[src/rtl/gtx_align_pkg.sv]
// rtl/gtx_align_pkg.sv - shared constants and FSM encoding for the GTX word aligner
package gtx_align_pkg;

    typedef enum logic [1:0] {
        HUNT   = 2'd0,
        VERIFY = 2'd1,
        LOCK   = 2'd2
    } align_state_t;

    localparam logic [7:0]  K28_5     = 8'hBC;
    localparam logic [15:0] IDLE_WORD = 16'h50BC;

endpackage

[src/rtl/gtx_rx_word_align_if.sv]
// rtl/gtx_rx_word_align_if.sv - raw receive input and aligned output bundle of one lane
interface gtx_rx_word_align_if;
    logic [15:0] rx_data_in;
    logic [1:0]  rx_char_in;
    logic [15:0] rx_data;
    logic [1:0]  rx_char;
    logic        rx_valid;
    logic        aligned;
    logic        byte_sel;
    logic [7:0]  realign_cnt;

    modport master (
        output rx_data_in, rx_char_in,
        input  rx_data, rx_char, rx_valid, aligned, byte_sel, realign_cnt
    );

    modport slave (
        input  rx_data_in, rx_char_in,
        output rx_data, rx_char, rx_valid, aligned, byte_sel, realign_cnt
    );
endinterface

[src/rtl/gtx_comma_det.sv]
// rtl/gtx_comma_det.sv - combinational comma lane detector for a 2-byte word
module gtx_comma_det
    import gtx_align_pkg::*;
#(
    parameter logic [7:0] COMMA = K28_5
) (
    input  logic [15:0] data,
    input  logic [1:0]  k_flags,
    output logic        comma,
    output logic        pos
);
    logic c0;
    logic c1;

    assign c0 = k_flags[0] & (data[7:0]  == COMMA);
    assign c1 = k_flags[1] & (data[15:8] == COMMA);

    // A comma in both lanes is ambiguous, so it is not reported at all.
    assign comma = c0 ^ c1;
    assign pos   = c1;
endmodule

[src/rtl/gtx_rx_word_align.sv]
// rtl/gtx_rx_word_align.sv - per-lane 16-bit comma word aligner with lock FSM
module gtx_rx_word_align
    import gtx_align_pkg::*;
#(
    parameter logic [7:0]  COMMA    = K28_5,
    parameter int          LOCK_CNT = 4,
    parameter int          LOSS_CNT = 4,
    parameter logic [15:0] IDLE     = IDLE_WORD
) (
    input logic                usrclk,
    input logic                usrrst,
    gtx_rx_word_align_if.slave bus
);
    localparam logic [3:0] LOCK_N = 4'(LOCK_CNT);
    localparam logic [3:0] LOSS_N = 4'(LOSS_CNT);

    align_state_t state;
    align_state_t state_n;
    logic         byte_sel_q;
    logic         byte_sel_n;
    logic [3:0]   good_cnt;
    logic [3:0]   good_n;
    logic [3:0]   miss_cnt;
    logic [3:0]   miss_n;
    logic [7:0]   realign_q;
    logic [7:0]   realign_n;
    logic [15:0]  prev_data;
    logic [1:0]   prev_char;
    logic [15:0]  shift_data;
    logic [1:0]   shift_char;
    logic [15:0]  data_q;
    logic [1:0]   char_q;
    logic         valid_q;
    logic         comma;
    logic         pos;

    gtx_comma_det #(.COMMA(COMMA)) u_comma_det (
        .data    (bus.rx_data_in),
        .k_flags (bus.rx_char_in),
        .comma   (comma),
        .pos     (pos)
    );

    // Shifted lane pairs the held high byte with the newest low byte, keeping latency at 2.
    always_comb begin
        shift_data = prev_data;
        shift_char = prev_char;
        if (byte_sel_q) begin
            shift_data = {bus.rx_data_in[7:0], prev_data[15:8]};
            shift_char = {bus.rx_char_in[0], prev_char[1]};
        end
    end

    always_comb begin
        state_n    = state;
        byte_sel_n = byte_sel_q;
        good_n     = good_cnt;
        miss_n     = miss_cnt;
        realign_n  = realign_q;
        if (comma) begin
            case (state)
                HUNT: begin
                    byte_sel_n = pos;
                    good_n     = 4'd1;
                    if (LOCK_N == 4'd1) begin
                        state_n = LOCK;
                        miss_n  = 4'd0;
                    end else begin
                        state_n = VERIFY;
                    end
                end
                VERIFY: begin
                    if (pos == byte_sel_q) begin
                        good_n = good_cnt + 4'd1;
                        if (good_n == LOCK_N) begin
                            state_n = LOCK;
                            miss_n  = 4'd0;
                        end
                    end else begin
                        byte_sel_n = pos;
                        good_n     = 4'd1;
                    end
                end
                LOCK: begin
                    if (pos == byte_sel_q) begin
                        miss_n = 4'd0;
                    end else begin
                        miss_n = miss_cnt + 4'd1;
                        if (miss_n == LOSS_N) begin
                            state_n = HUNT;
                            good_n  = 4'd0;
                            miss_n  = 4'd0;
                            if (realign_q != 8'hFF) begin
                                realign_n = realign_q + 8'd1;
                            end
                        end
                    end
                end
                default: state_n = HUNT;
            endcase
        end
    end

    always_ff @(posedge usrclk) begin
        if (usrrst) begin
            state      <= HUNT;
            byte_sel_q <= 1'b0;
            good_cnt   <= 4'd0;
            miss_cnt   <= 4'd0;
            realign_q  <= 8'd0;
            prev_data  <= 16'd0;
            prev_char  <= 2'd0;
            data_q     <= IDLE;
            char_q     <= 2'b01;
            valid_q    <= 1'b0;
        end else begin
            state      <= state_n;
            byte_sel_q <= byte_sel_n;
            good_cnt   <= good_n;
            miss_cnt   <= miss_n;
            realign_q  <= realign_n;
            prev_data  <= bus.rx_data_in;
            prev_char  <= bus.rx_char_in;
            valid_q    <= (state == LOCK);
            data_q     <= (state == LOCK) ? shift_data : IDLE;
            char_q     <= (state == LOCK) ? shift_char : 2'b01;
        end
    end

    assign bus.rx_data     = data_q;
    assign bus.rx_char     = char_q;
    assign bus.rx_valid    = valid_q;
    assign bus.aligned     = valid_q;
    assign bus.byte_sel    = byte_sel_q;
    assign bus.realign_cnt = realign_q;
endmodule
[src/flat_wrapper.sv]
// flat-port wrapper written by rule: the top's interface ports become plain ports
module gtx_rx_word_align_flat import gtx_align_pkg::*;
#(
    parameter logic [7:0]  COMMA    = K28_5,
    parameter int          LOCK_CNT = 4,
    parameter int          LOSS_CNT = 4,
    parameter logic [15:0] IDLE     = IDLE_WORD
)
  (usrclk, usrrst, bus_rx_data_in, bus_rx_char_in, bus_rx_data, bus_rx_char, bus_rx_valid, bus_aligned, bus_byte_sel, bus_realign_cnt);
  gtx_rx_word_align_if bus_i ();
  input logic usrclk;
  input logic usrrst;
  input wire logic [$bits(bus_i.rx_data_in)-1:0] bus_rx_data_in;
  input wire logic [$bits(bus_i.rx_char_in)-1:0] bus_rx_char_in;
  output wire logic [$bits(bus_i.rx_data)-1:0] bus_rx_data;
  output wire logic [$bits(bus_i.rx_char)-1:0] bus_rx_char;
  output wire logic [$bits(bus_i.rx_valid)-1:0] bus_rx_valid;
  output wire logic [$bits(bus_i.aligned)-1:0] bus_aligned;
  output wire logic [$bits(bus_i.byte_sel)-1:0] bus_byte_sel;
  output wire logic [$bits(bus_i.realign_cnt)-1:0] bus_realign_cnt;
  assign bus_i.rx_data_in = bus_rx_data_in;
  assign bus_i.rx_char_in = bus_rx_char_in;
  assign bus_rx_data = bus_i.rx_data;
  assign bus_rx_char = bus_i.rx_char;
  assign bus_rx_valid = bus_i.rx_valid;
  assign bus_aligned = bus_i.aligned;
  assign bus_byte_sel = bus_i.byte_sel;
  assign bus_realign_cnt = bus_i.realign_cnt;
  gtx_rx_word_align #(.COMMA(COMMA), .LOCK_CNT(LOCK_CNT), .LOSS_CNT(LOSS_CNT), .IDLE(IDLE)) u_core (.usrclk(usrclk), .usrrst(usrrst), .bus(bus_i));
endmodule
[config.mk]
export PLATFORM = sky130hd
export DESIGN_NAME = gtx_rx_word_align_flat
export DESIGN_NICKNAME = d
export VERILOG_FILES = /design/src/rtl/gtx_align_pkg.sv /design/src/rtl/gtx_rx_word_align_if.sv /design/src/rtl/gtx_comma_det.sv /design/src/rtl/gtx_rx_word_align.sv /design/src/flat_wrapper.sv
export SDC_FILE = /design/constraint.sdc
export NUM_CORES = 1
export LEC_CHECK = 0
export CORE_MARGIN = 8
export CORE_UTILIZATION = 46
export CTS_CLUSTER_SIZE = 10
export DETAILED_ROUTE_END_ITERATION = 8
export GPL_ROUTABILITY_DRIVEN = 0
export PLACE_DENSITY = 0.79
export SETUP_SLACK_MARGIN = 0.3
export SLEW_MARGIN = 10
export SYNTH_ARGS = -nofsm -noshare
export SYNTH_HDL_FRONTEND = slang
export SYNTH_SLANG_ARGS = --single-unit
[constraint.sdc]
create_clock -name usrclk -period 2.5 [get_ports usrclk]
set_input_delay 0.5 -clock usrclk [delete_from_list [all_inputs] [get_ports usrclk]]
set_output_delay 0.5 -clock usrclk [all_outputs]
set_load 0.05 [all_outputs]
==> results.ini, run 1 <==
[status]
status = completed

[global_routing]
grt_overflow = 0
grt_max_degree = 19
grt_pass1_wl_um = 9720
antenna_found_initial = 0
track_usage_pct = 14.2
grt_pass1_vias = 2067

[sta]
setup_viol = 0
rsz0062_at_grt = true
hold_violations = 0
fin_crit_sh_pct = 87.8
report.final.slew_viol_count = 0
whs_ns = 0.451
skew_ns = 0.0130
period_needed_ns = 2.20
relSlewSlack_pct = 60.5
fmax_ghz = 0.455
tightest_slew_ns = 0.586
setup_ws_ns = 0.304

[critical_path]
endpoint_kind = flip-flop
cp.arrival_ns = 2.41
crit_end = u_core.bus.realign_cnt[6]$_SDFFE_PP0P_
critical_path.startpoint = bus_rx_data_in[9]
critPathKind = input port to flip-flop
cp.required_ns = 2.72
regToRegSetupSlack_ns = 0.48
r2r-end = u_core.good_cnt[3]$_SDFFE_PP0P_
r2r_start = u_core.miss_cnt[0]$_SDFFE_PP0P_
path_max_fanout = 6
worstRegToRegCells = 7
crit_path_start_kind = input port

[route]
drt_wl_total_um = 6030
firstDrtPassIters = 4
drcViolationCount = 0
drtIter0Drc = 100
wl_per_cell_um = 14.5
drt-vias-per-instance = 5.24
ant_nets = 0
num_vias = 2179

[logic_synthesis]
synth_flop_cell = dfxtp_1
synth_seq_cells = 56
synthCells = 264
synth_area_leaders = dfxtp_1 44%, mux2i_1 8.6%, nor2b_1 6.6%
mappedNetlistArea_sq_um = 2570
synth_top_area_cell = dfxtp_1
ys_seq_area_share_pct = 43.5
synth_enable_flop_cells = 0
syn_area_per_cell_sq_um = 9.75
synth_top_area_share_pct = 43.5
yosys_warnings = 0
synthDistinctLibCells = 53
async_flop_share_pct = 0
synth_fp_nets = 293

[clock_network]
clk-insertion-delay-late_ns = 0.32
cts_inserted_buffers = 5
cts-htree-levels = 2
tritoncts = done
clockBufferDepth = 2
clockRootBuffer = clkbuf_8
path_clk_slew_ns = 0.10
cts_num_sinks = 56

[pwr]
leakage_uw = 0.00140
p_per_area_nw_per_um2 = 433
total_power_uw = 1520
ir_worst_vdd_uv = 207

[floorplan]
coreArea_sq_um = 5470
dieArea_sq_um = 8250
num_io_pins = 49
fp.dieH_um = 90.8
num_rows = 27
die_w_um = 90.8
start_util_pct = 47.1

[cells_and_area]
final_nets = 372
instances_no_fill = 416
n_antenna_cell = 0
syn2layout_area_growth_pct = 36.9
fillers = 440
drive_gt1_share_pct = 20.1
final_area_sq_um = 3520

[hold_path]
hold_class = flip-flop to flip-flop

[place]
port-buffer-count = 48
pre_cts_slack_ns = -0.450
dpl-instance-area_sq_um = 3340
dp_cells = 404
detailed_place_hpwl_um = 4530

[flow_run]
maxCapViolCount = 0

critical path, stage by stage:
cell and delay (ns):
buf_6 0.09, or3b_4 0.41, nor3_4 0.21, or3b_4 0.47, a2111oi_4 0.37, mux2_1 0.35
synth_stat cells, types with 2 or more instances:
master,n
nand4_1,11
inv_1,8
a21oi_1,6
o31ai_1,2
nand3_1,6
nor2b_1,27
nor2_1,22
nor3b_1,3
mux2_2,6
nor4b_1,2
dfxtp_1,56
mux2_1,2
ha_1,9
clkbuf_1,8
xnor2_1,3
a31o_2,2
a2111oi_4,2
o21ai_0,4
mux2i_1,22
a31oi_1,2
nand2b_1,3
nor4_1,3
a211oi_1,2
nand2_1,23
o211ai_1,2
worst min path at each step:
stage	cells past startpoint	slack (ns)	to	startpoint
detailed placement	2	0.43	u_core.bus.rx_data[5]$_SDFF_PP1_	u_core.prev_data[5]$_SDFF_PP0_
finish	2	0.45	u_core.bus.rx_data[4]$_SDFF_PP1_	u_core.prev_data[4]$_SDFF_PP0_
CTS	2	0.45	u_core.bus.rx_data[4]$_SDFF_PP1_	u_core.prev_data[4]$_SDFF_PP0_
global route	2	0.47	u_core.bus.rx_char[0]$_SDFF_PP1_	u_core.prev_char[0]$_SDFF_PP0_
global placement	2	0.42	u_core.bus.rx_data[3]$_SDFF_PP1_	u_core.prev_data[3]$_SDFF_PP0_
floorplan	2	0.42	u_core.bus.rx_char[0]$_SDFF_PP1_	u_core.prev_char[0]$_SDFF_PP0_
where the power goes:
part           total (uW)  switching, uW  internal [uW]  leakage, uW
Sequential            914           5.97            908     0.000456
Clock                 500            301            199    0.0000445
Combinational         111           52.5           58.2     0.000897
Total                1520            359           1170      0.00140
metrics by stage:
stage | TNS [ns] | util, %
global route | 0 | 64.4
global placement | -3.68 | 61.0
detailed placement | -4.35 | 61.0
floorplan | 0 | -
CTS | 0 | 63.3
finish | 0 | 64.4
cell usage in the layout (no fill, tap or decap), drive strengths merged, types with 2 or more instances in the layout:
cell	synthesis	final
nor2	22	22
clkdlybuf4s50	0	28
clkinv	1	2
dlymetal6s2s	0	8
a31oi	2	2
nand4	11	11
nand2	23	23
nor3b	3	3
inv	8	9
nor3	2	2
o21ai	4	4
dlygate4sd2	0	7
nor4	4	4
a211oi	2	2
nand2b	3	3
a2111oi	2	2
or3b	2	2
mux2	8	8
mux2i	22	22
nand3	6	6
o211ai	2	2
clkbuf	8	5
a31o	2	2
o31ai	2	2
nor2b	27	27
dfxtp	56	56
nor4b	2	2
buf	3	39
a21oi	6	6
xnor2	3	3
ha	9	9
flip-flops by register name, summed over array words and instances, names as in the netlist:
name                    flops
u_core.bus.aligned          1
u_core.bus.byte_sel         1
u_core.bus.realign_cnt      8
u_core.bus.rx_char          2
u_core.bus.rx_data         16
u_core.good_cnt             4
u_core.miss_cnt             4
u_core.prev_char            2
u_core.prev_data           16
u_core.state                2
per-layer routing:
layer  routed length, um  part of all wire, %  GRT usage [%]  vias up
li1                    -                    -              -     1096
met1                2750                   46           17.6     1005
met2                2770                   46           22.6       67
met3                 419                  7.0           4.74       11
met4                  86                  1.4           4.37        0
met5                   0                    0              0        -
cell families (layout without fill, tap and decap cells):
family,after synthesis,count (layout),synth area share (%)
AND/OR/NAND/NOR,112,112,24.4
multiplexers,30,30,12.1
XOR/XNOR,4,4,1.36
buffers and inverters,20,100,3.35
AO/OA/AOI/OAI,33,33,10.9
adder cells (fa/ha/maj),9,9,4.37
flip-flops,56,56,43.5
layout make-up:
| class | count | area, sq um | area share (%) |
|---|---|---|---|
| clock buffer | 5 | 68.8 | 1.95 |
| clock inverter | 3 | 21.3 | 0.603 |
| inverter | 9 | 33.8 | 0.958 |
| multi-input combinational | 188 | 1420 | 40.4 |
| sequential | 56 | 1120 | 31.8 |
| tap | 72 | 90.1 | 2.56 |
| timing repair buffer | 83 | 766 | 21.7 |
what timing repair did:
item                                    CTS  global route
buffers inserted                          2             2
hold buffers                              0             0
resized for setup                        28            14
pin swaps                                 8             7
endpoints found under the setup margin   17            14
(Power assumes the default switching activity.)
==> run 2: changes to the inputs <==
--- a/config.mk
+++ b/config.mk
@@ -5,12 +5,13 @@
 export SDC_FILE = /design/constraint.sdc
 export NUM_CORES = 1
 export LEC_CHECK = 0
-export CORE_MARGIN = 8
-export CORE_UTILIZATION = 46
+export CORE_MARGIN = 2
+export CORE_UTILIZATION = 25
 export CTS_CLUSTER_SIZE = 10
 export DETAILED_ROUTE_END_ITERATION = 8
 export GPL_ROUTABILITY_DRIVEN = 0
-export PLACE_DENSITY = 0.79
+export GPL_TIMING_DRIVEN = 0
+export PLACE_DENSITY = 0.5
 export SETUP_SLACK_MARGIN = 0.3
 export SLEW_MARGIN = 10
 export SYNTH_ARGS = -nofsm -noshare
==> run 2 against run 1 <==
Sequential share of layout area is 0.59 points higher. Critical path depth is 1 higher. Sequential power hardly changed. Highest routed layer unchanged. Total power is 0.29% lower. Worst hold slack worse by 0.024 ns. Combinational power is 12% lower. Critical endpoint is now u_core.bus.realign_cnt[7]$_SDFFE_PP0P_.
==> results.ini, run 2 (synthesized netlist as in run 1, its figures left out) <==
[critical_path]
regToRegSetupSlack_ns = 0.46
endpoint_kind = flip-flop
crit_path_start_kind = input port
worstPathCellList = clkdlybuf4s15_2 -> nand4b_1 -> nor3_4 -> or3b_1 -> buf_6 -> a2111oi_4 -> mux2_4
path_max_fanout = 7
slowest_delay_ns = 0.38
cp.arrival_ns = 2.43
worst-path-buf-inv = 2
crit_slowest_cell = or3b_1
critPathTopFamily = simple AND/OR/NAND/NOR gates
cp.required_ns = 2.71
critPathKind = input port to flip-flop

[cells_and_area]
fin_util_pct = 34.1
final_area_sq_um = 3460
drive_gt1_share_pct = 14.9
mostFrequentLayoutCells = 56 x dfxtp_1, 30 x clkdlybuf4s50_1, 27 x nor2b_1
instances_no_fill = 464
syn2layout_area_growth_pct = 34.4
n_antenna_cell = 0
final_common_cell = dfxtp_1
final_nets = 356

[place]
detailed_place_hpwl_um = 4520
port-buffer-count = 48
dpl-instance-area_sq_um = 3230
dp_cells = 448

[clock_network]
cts_inserted_buffers = 5
clockRootBuffer = clkbuf_8
clk-insertion-delay-late_ns = 0.31
path_clk_slew_ns = 0.10
cts-htree-levels = 2
cts_num_sinks = 56
tritoncts = done
clockBufferDepth = 2

[route]
num_vias = 2089
drt-vias-per-instance = 4.50
drt_wl_total_um = 6160
wl_per_cell_um = 13.3
drtIter0Drc = 73
drcViolationCount = 0
ant_nets = 0
firstDrtPassIters = 4

[sta]
skew_ns = 0.00455
fin_tns_setup_ns = 0
tightest_slew_ns = 0.535
setup_viol = 0
rsz0062_at_grt = true
report.final.slew_viol_count = 0
relSlewSlack_pct = 64.2
hold_violations = 0
fin_crit_sh_pct = 88.8
period_needed_ns = 2.22
fmax_ghz = 0.450

[global_routing]
antenna_found_initial = 0
grt_pass1_vias = 2047
grt_pass1_wl_um = 10200
grt_max_degree = 19
grt_overflow = 0
track_usage_pct = 11.4

[floorplan]
dieArea_sq_um = 11100
num_rows = 37
start_util_pct = 25.4
num_io_pins = 49
coreArea_sq_um = 10100
die_w_um = 105
fp.dieH_um = 105

[pwr]
ir_worst_vdd_uv = 234
total_power_uw = 1520
p_per_area_nw_per_um2 = 439
leakage_uw = 0.00122

[flow_run]
maxCapViolCount = 0

[hold_path]
hold_class = input port to flip-flop

[status]
status = completed

-- run 2: cell types whose count changed in the layout (fill, tap and decap cells not counted), moves of 2 or more --
cell | previous run | this run
a21oi_1 | 6 | 4
clkbuf_1 | 0 | 6
clkbuf_2 | 0 | 2
dlygate4sd2_1 | 7 | 14
dlymetal6s2s_1 | 8 | 0
mux2_4 | 1 | 3
buf_4 | 34 | 8
mux2_2 | 6 | 4
clkdlybuf4s50_1 | 28 | 30
-- run 2: per-layer routing --
| metal | track usage [%] | vias up | share of wire (%) |
|---|---|---|---|
| li1 | - | 1065 | - |
| met1 | 15.7 | 968 | 48 |
| met2 | 18.2 | 49 | 46 |
| met3 | 2.10 | 7 | 4.4 |
| met4 | 3.38 | 0 | 1.2 |
| met5 | 0 | - | 0 |
-- run 2: worst reg2reg max path: cells and delay by family (launching register included) --
family / cells / cell delay [ns]
adder cells (fa/ha/maj): 1 / 0.15
AO/OA/AOI/OAI: 4 / 0.93
buffers and inverters: 3 / 0.56
flip-flops: 1 / 0.35
-- run 2: power by group --
| part | total (uW) | switching [uW] | internal [uW] |
|---|---|---|---|
| Combinational | 98.0 | 52.7 | 45.2 |
| Sequential | 913 | 5.37 | 908 |
| Clock | 509 | 308 | 202 |
| Total | 1520 | 366 | 1150 |
-- run 2: cell type report --
| cell class | count | area [sq um] |
|---|---|---|
| sequential | 56 | 1120 |
| clock inverter | 3 | 22.5 |
| tap | 136 | 170 |
| clock buffer | 5 | 68.8 |
| timing repair buffer | 56 | 529 |
| buffer | 11 | 55.1 |
| inverter | 9 | 37.5 |
| multi-input combinational | 188 | 1460 |
| fill | 1021 | 6680 |
-- run 2: timing repair --
| item | CTS | global route |
|---|---|---|
| setup endpoints to repair | 19 | 11 |
| hold buffers | 0 | 0 |
| buffers inserted | 8 | 0 |
| gates resized for setup | 44 | 9 |
| pin swaps | 8 | 3 |
| cloned | 0 | 0 |
-- run 2: path summary, 6_finish.rpt --
path	to	start	depth (start not counted)
setup / recovery	u_core.bus.realign_cnt[7]$_SDFFE_PP0P_	bus_rx_data_in[14]	7
hold / removal	u_core.prev_data[9]$_SDFF_PP0_	bus_rx_data_in[9]	2
setup reg to reg	u_core.miss_cnt[2]$_SDFFE_PP0P_	u_core.state[1]$_SDFFE_PP0P_	8
hold reg to reg	u_core.bus.rx_data[3]$_SDFF_PP1_	u_core.prev_data[3]$_SDFF_PP0_	2
-- run 2: metrics by stage --
| step | hold WS, ns | worst slack, ns |
|---|---|---|
| 3_5_place_dp | 0.426 | -0.768 |
| 4_1_cts | 0.423 | 0.287 |
| 5_1_grt | 0.428 | 0.208 |
| 3_3_place_gp | 0.427 | -0.750 |
| 2_1_floorplan | 0.418 | 0.0633 |
| 6_report | 0.427 | 0.280 |
